===== config.mk =====
export PLATFORM = sky130hd
export DESIGN_NAME = tcam_add32_seq
export DESIGN_NICKNAME = d
export VERILOG_FILES = /design/src/rtl/tcam_add32_seq.sv
export SDC_FILE = /design/constraint.sdc
export NUM_CORES = 1
export LEC_CHECK = 0
export CAP_MARGIN = 10
export CORE_MARGIN = 5
export CORE_UTILIZATION = 49
export DETAILED_ROUTE_END_ITERATION = 10
export PLACE_DENSITY_LB_ADDON = 0.05
export SLEW_MARGIN = 10
export SYNTH_ARGS = -nofsm -noshare
export SYNTH_HDL_FRONTEND = slang
export SYNTH_SLANG_ARGS = --single-unit
export TNS_END_PERCENT = 1

===== constraint.sdc =====
create_clock -name clk -period 2.7 [get_ports clk]
set_input_delay 0.81 -clock clk [delete_from_list [all_inputs] [get_ports clk]]
set_output_delay 0.81 -clock clk [all_outputs]
set_load 0.02 [all_outputs]

===== src/rtl/tcam_add32_seq.sv =====
// tcam_add32_seq: 32-bit adder built by sequencing four byte-wide operations
// through an external 8-bit TCAM adder slice. It also forwards table-load
// writes to that slice.
// Optional feature macro: TCAM_SEQ_OVF_EN enables signed-overflow reporting on
// out_ovf. When the macro is undefined, out_ovf is tied to 0.
module tcam_add32_seq #(
  parameter int unsigned SLICE_LAT = 1
) (
  input  logic        clk,
  input  logic        rst,
  // add request
  input  logic        in_valid,
  output logic        in_ready,
  input  logic [31:0] in_a,
  input  logic [31:0] in_b,
  input  logic        in_cin,
  // result
  output logic        out_valid,
  input  logic        out_ready,
  output logic [31:0] out_sum,
  output logic        out_cout,
  output logic        out_ovf,
  // table load request
  input  logic        tbl_valid,
  output logic        tbl_ready,
  input  logic [6:0]  tbl_addr_in,
  input  logic [4:0]  tbl_data_in,
  // slice issue / return
  output logic [7:0]  slice_a,
  output logic [7:0]  slice_b,
  output logic        slice_cin,
  output logic        slice_vld,
  input  logic [8:0]  slice_sum,
  // slice table write port
  output logic        tbl_we,
  output logic [6:0]  tbl_addr,
  output logic [4:0]  tbl_data
);

  localparam int unsigned CNT_W  = 3;
  localparam int unsigned BYTE_W = 8;

  typedef enum logic [2:0] {
    IDLE  = 3'd0,
    LOAD  = 3'd1,
    ISSUE = 3'd2,
    WAIT  = 3'd3,
    DONE  = 3'd4
  } state_t;

  state_t             state;
  logic [31:0]        a_q;
  logic [31:0]        b_q;
  logic [1:0]         k;
  logic [CNT_W-1:0]   lat_cnt;
  logic [23:0]        sum_lo;
  logic               wait_last;

  // Select operand byte idx of a 32-bit word.
  function automatic logic [BYTE_W-1:0] byte_sel(input logic [31:0] w,
                                                 input logic [1:0]  idx);
    logic [BYTE_W-1:0] r;
    case (idx)
      2'd0:    r = w[7:0];
      2'd1:    r = w[15:8];
      2'd2:    r = w[23:16];
      default: r = w[31:24];
    endcase
    return r;
  endfunction

  // Handshake readies: only in IDLE and never during reset; a pending table
  // load takes priority over an add request in the same cycle.
  assign tbl_ready = (state == IDLE) && !rst;
  assign in_ready  = (state == IDLE) && !rst && !tbl_valid;

  // Final WAIT cycle: the slice result is valid on slice_sum.
  assign wait_last = (lat_cnt == CNT_W'(SLICE_LAT - 1));

  // Sequencer: table loads, byte issue/capture, and result hold.
  always_ff @(posedge clk) begin
    if (rst) begin
      state     <= IDLE;
      a_q       <= '0;
      b_q       <= '0;
      k         <= '0;
      lat_cnt   <= '0;
      sum_lo    <= '0;
      out_valid <= 1'b0;
      out_sum   <= '0;
      out_cout  <= 1'b0;
      out_ovf   <= 1'b0;
      slice_a   <= '0;
      slice_b   <= '0;
      slice_cin <= 1'b0;
      slice_vld <= 1'b0;
      tbl_we    <= 1'b0;
      tbl_addr  <= '0;
      tbl_data  <= '0;
    end else begin
      case (state)
        IDLE: begin
          if (tbl_valid) begin
            tbl_addr <= tbl_addr_in;
            tbl_data <= tbl_data_in;
            tbl_we   <= 1'b1;
            state    <= LOAD;
          end else if (in_valid) begin
            a_q       <= in_a;
            b_q       <= in_b;
            k         <= 2'd0;
            slice_a   <= in_a[7:0];
            slice_b   <= in_b[7:0];
            slice_cin <= in_cin;
            slice_vld <= 1'b1;
            state     <= ISSUE;
          end
        end

        LOAD: begin
          tbl_we <= 1'b0;
          state  <= IDLE;
        end

        ISSUE: begin
          slice_vld <= 1'b0;
          lat_cnt   <= '0;
          state     <= WAIT;
        end

        WAIT: begin
          if (wait_last) begin
            if (k == 2'd3) begin
              out_sum   <= {slice_sum[7:0], sum_lo};
              out_cout  <= slice_sum[8];
`ifdef TCAM_SEQ_OVF_EN
              out_ovf   <= (a_q[31] == b_q[31]) && (slice_sum[7] != a_q[31]);
`else
              out_ovf   <= 1'b0;
`endif
              out_valid <= 1'b1;
              state     <= DONE;
            end else begin
              case (k)
                2'd0:    sum_lo[7:0]   <= slice_sum[7:0];
                2'd1:    sum_lo[15:8]  <= slice_sum[7:0];
                default: sum_lo[23:16] <= slice_sum[7:0];
              endcase
              k         <= k + 2'd1;
              slice_a   <= byte_sel(a_q, k + 2'd1);
              slice_b   <= byte_sel(b_q, k + 2'd1);
              slice_cin <= slice_sum[8];
              slice_vld <= 1'b1;
              state     <= ISSUE;
            end
          end else begin
            lat_cnt <= lat_cnt + CNT_W'(1);
          end
        end

        DONE: begin
          if (out_ready) begin
            out_valid <= 1'b0;
            state     <= IDLE;
          end
        end

        default: state <= IDLE;
      endcase
    end
  end

endmodule


Word-level counts from Yosys, hierarchy flattened
Cells that the tools add are included.
{ "totals": {"regBits": 161, "latchBits": 0, "mem_bits_rw": 0, "n_memories": 0, "romBits": 0} }
{ "op_classes": {"n_mux": 41, "n_shift": 0, "addsub": 2, "reduce_logical": 26, "n_div": 0, "multipliers": 0, "order_cmp": 0, "n_bitwise": 3, "eq_ne": 17} }
{ "op_table": {"columns": ["op", "n"], "rows": [
  ["$mux 8", 8],
  ["$pmux 8 s3", 2],
  ["$pmux 8 s2", 2],
  ["$mux 3", 6],
  ["$ne 2x2->1 const B", 8],
  ["$reduce_and 4->1", 4],
  ["$mux 1", 12],
  ["$pmux 3 s4", 1],
  ["$reduce_and 5->1", 2],
  ["$reduce_and 3->1", 3],
  ["$mux 2", 4],
  ["$reduce_bool 2->1", 4],
  ["$eq 3x2->1 const B", 2],
  ["$logic_not 3->1", 2],
  ["$pmux 1 s2", 3],
  ["$pmux 3 s2", 1],
  ["$reduce_and 2->1", 3],
  ["$eq 2x1->1 const B", 2],
  ["$eq 2x2->1 const B", 2],
  ["$logic_not 2->1", 2],
  ["$pmux 2 s2", 1],
  ["$add 3x1->3 const B", 1],
  ["$eq 3x1->1 const B", 1],
  ["$eq 3x3->1 const B", 1],
  ["other kinds (8)", 12]
]} }

Depth between registers and ports, before layout
Gate-level depths: netlist of the first run.
{ "logic_depth": {"ltp_word": 6, "mapped_depth": 9, "depth_no_buf": 6} }

Least setup slack after synthesis of the first run
OpenSTA, ideal clock, no wires.
{ "synth_timing": {"path_kind": "input port to output port", "start": "input port rst", "end": "output port tbl_ready", "required_ns": 1.890, "setup_slack_ns": 0.125, "stages": 4, "arrival_time_ns": 1.765, "cell_sequence": "clkbuf_1 > clkbuf_1 > clkbuf_1 > nor2_1"} }
{ "synth_between": {"elab_chain_len": 2} }
{ "synth_lines": {"columns": ["element", "line_no", "source"], "rows": [
  ["start, declared", "10", "input logic rst,"],
  ["$logic_not 1->1", "74", "assign tbl_ready = (state == IDLE) && !rst;"],
  ["$logic_and 1x1->1", "74", null],
  ["end, declared", "25", "output logic tbl_ready,"]
]} }
Every way passes these cells.

Worst setup path after layout of the first run
{ "layout_timing": {"start": "input port tbl_valid", "end": "output port in_ready"} }
{ "layout_between": {"elab_chain_len": 2} }
{ "layout_lines": {"columns": ["element", "line_no", "source"], "rows": [
  ["start, declared", "24", "input logic tbl_valid,"],
  ["$logic_not 1->1", "75", "assign in_ready = (state == IDLE) && !rst && !tbl_valid;"],
  ["$logic_and 1x1->1", "75", null],
  ["end, declared", "13", "output logic in_ready,"]
]} }
Every way passes these cells.

==> results of run 1 <==
## flip-flops by register name, summed over array words and instances (netlist names), 2 cells and up
register and count:
out_sum 32, tbl_data 5, b_q 32, tbl_addr 7
slice_b 8, k 2, sum_lo 24, a_q 32
slice_a 8, state 3, lat_cnt 3
## layer usage
layer / share of wire (%) / global-route usage, % / vias to the layer above
met2: 51 / 38.3 / 218
met3: 6.7 / 5.70 / 26
met4: 1.8 / 7.41 / 0
met1: 40 / 26.7 / 2832
met5: 0 / 0 / -
li1: - / - / 2976
## kinds of logic after synthesis
logic type,after synthesis,share of synthesized area [%]
XOR/XNOR,1,0.136
flip-flops,161,50.1
AO/OA/AOI/OAI,219,19.2
other,1,0.0583
buffers and inverters,76,5.66
adder cells (fa/ha/maj),7,1.36
AND/OR/NAND/NOR,339,22.2
multiplexers,8,1.24
## placed cells by master (no fill, tap or decap), types with 17 or more instances in the layout
master,count
a21oi_1,165
dfxtp_1,161
nor3_1,22
nand2_1,243
nor2_1,17
a211oi_1,32
nor2b_1,17
nand3_1,23
a22oi_1,17
clkdlybuf4s50_1,154
buf_4,17
clkbuf_16,17
## final cells by class
class                      count  area, um^2
multi-input combinational    575        2850
timing repair buffer         175        1730
sequential                   161        3220
clock buffer                  19         453
inverter                       6        22.5
fill                        1107        4050
tap                          172         215
clock inverter                13         184
## power by group
group          internal (mW)  total [mW]  switching, mW
logic                  0.324       0.703          0.379
registers               2.48        2.54         0.0594
clock network           1.59        2.56          0.963
total                   4.40        5.80           1.40
## worst paths after layout
| check | from | end | slack, ns |
|---|---|---|---|
| worst max register to register | k[0] | slice_b[6] | 0.68 |
| worst min register to register | tbl_data[3] | tbl_data[3] | 0.45 |
| worst max-delay path | tbl_valid | in_ready | 0.11 |
| worst min-delay path | tbl_data[3] | tbl_data[3] | 0.45 |
## critical path: stages
cell             delay (ns)
clkdlybuf4s50_1        0.42
nor3_1                 0.19
dlygate4sd2_1          0.36
## per-stage QoR
step	utilization, %	hold slack (ns)
2_1_floorplan	-	0.431
3_3_place_gp	63.2	0.436
3_5_place_dp	63.2	0.443
4_1_cts	68.2	0.452
5_1_grt	68.2	0.472
6_report	68.2	0.451
==> flow_metrics.tcl, run 1 <==
set metrics [dict create \
    drive_above_1_share_pct 5.80 \
    antenna_cells 0 \
    wl_um 17100 \
    post_cts_resized 2 \
    drtPass1Iterations 7 \
    cp.arrival_ns 1.78 \
    hpwlAfterDp_um 11800 \
    layout.nets 1034 \
    clk_latency_ns 0.42 \
    pin_count 159 \
    postRouteAntennaNets 0 \
    root_buffer "clkbuf_16" \
    synthTopCellsByCount "nand2_1 (243), a21oi_1 (165), dfxtp_1 (161)" \
    place.gp.congestion 0.786 \
    grt_max_degree 95 \
    hold_violations 0 \
    crit_path_end_kind "output pin" \
    hold_depth 2 \
    ys_ff_latch 161 \
    setup_tns_ns 0 \
    preCtsSetupSlack_ns -0.212 \
    drc 0 \
    via_count 6052 \
    cts-hold-fix-buffers 0 \
    grt_pass1_vias 5944 \
    fin_cells 1121 \
    cts_tree "done" \
    setup_ws_ns 0.106 \
    numCtsBuffers 17 \
    grt_setup_unrepaired "false" \
    worstPathMaxFanout 2 \
    yosys-top-cells-area "dfxtp_1 (50%), nand2_1 (14%), a21oi_1 (13%)" \
    ir_worst_vdd_mv 0.501 \
    status "complete, no violations" \
    initial_core_util_pct 50.6 \
    yosysWarnings 0 \
    fp-row-count 41 \
    ys_types 35 \
    clock_skew_ns 0.00518 \
    power.density_nw_per_um2 669 \
    wire_per_inst_um 15.3 \
    port_buffers 157 \
    die_height_um 125 \
    grt_pass1_wl_um 28600 \
    critPathLaunchType "input port" \
    drtIter0Drc 420 \
    design_area_um2 8670 \
    drv_slew 0 \
    ys_seq_area_share_pct 50.1 \
    relSlewSlack_pct 35.8 \
    setup_viol 0 \
    final.period_utilization_pct 96.1 \
    synth_top_area_cell "dfxtp_1" \
    synthToLayoutAreaGrowth_pct 34.8 \
    gr-total-overflow 0 \
    syn_area_um2 6430 \
    cts_buffer_depth 2 \
    post_cts_buffers 0 \
    syn-num-nets 910 \
    avgSynthCellArea_um2 7.92 \
    reg2reg_depth 7 \
    die_area_um2 15500 \
    crit_required_ns 1.89 \
    maxCapViolCount 0 \
    grt_antenna_before_repair 0 \
    fmax_ghz 0.386 \
    hold_path.class "reg -> reg" \
    ys_async_sr_fraction_pct 0 \
    path_clk_slew_ns 0.06 \
    die_x_um 125 \
    tightest_slew_ns 0.963 \
    yosysMostFrequentCell "nand2_1" \
    dominantRegCellSynth "dfxtp_1" \
    period_minus_slack_ns 2.59 \
    synth.top_cell.area_share_pct 50.1 \
    track_usage_pct 22.1 \
    numPlacedInstances 1089 \
    cts.sinks 161 \
    core_area_um2 12700 \
    synth_edf_count 0 \
    place_area_um2 8040 \
    p_leak_nw 2.96 \
    htree_levels 4 \
    syn_inst 812 \
    power_mw 5.80 \
    crit_type "in -> out" \
    vias_per_cell 5.40 \
]
(Power assumes the default switching activity.)
==> run 2: changes to the inputs <==
CAP_MARGIN = unset   (was 10)
TNS_END_PERCENT = 50   (was 1)
==> results of run 2 <==
Same layout as run 1: the final DEF is identical, and so are final timing and power.
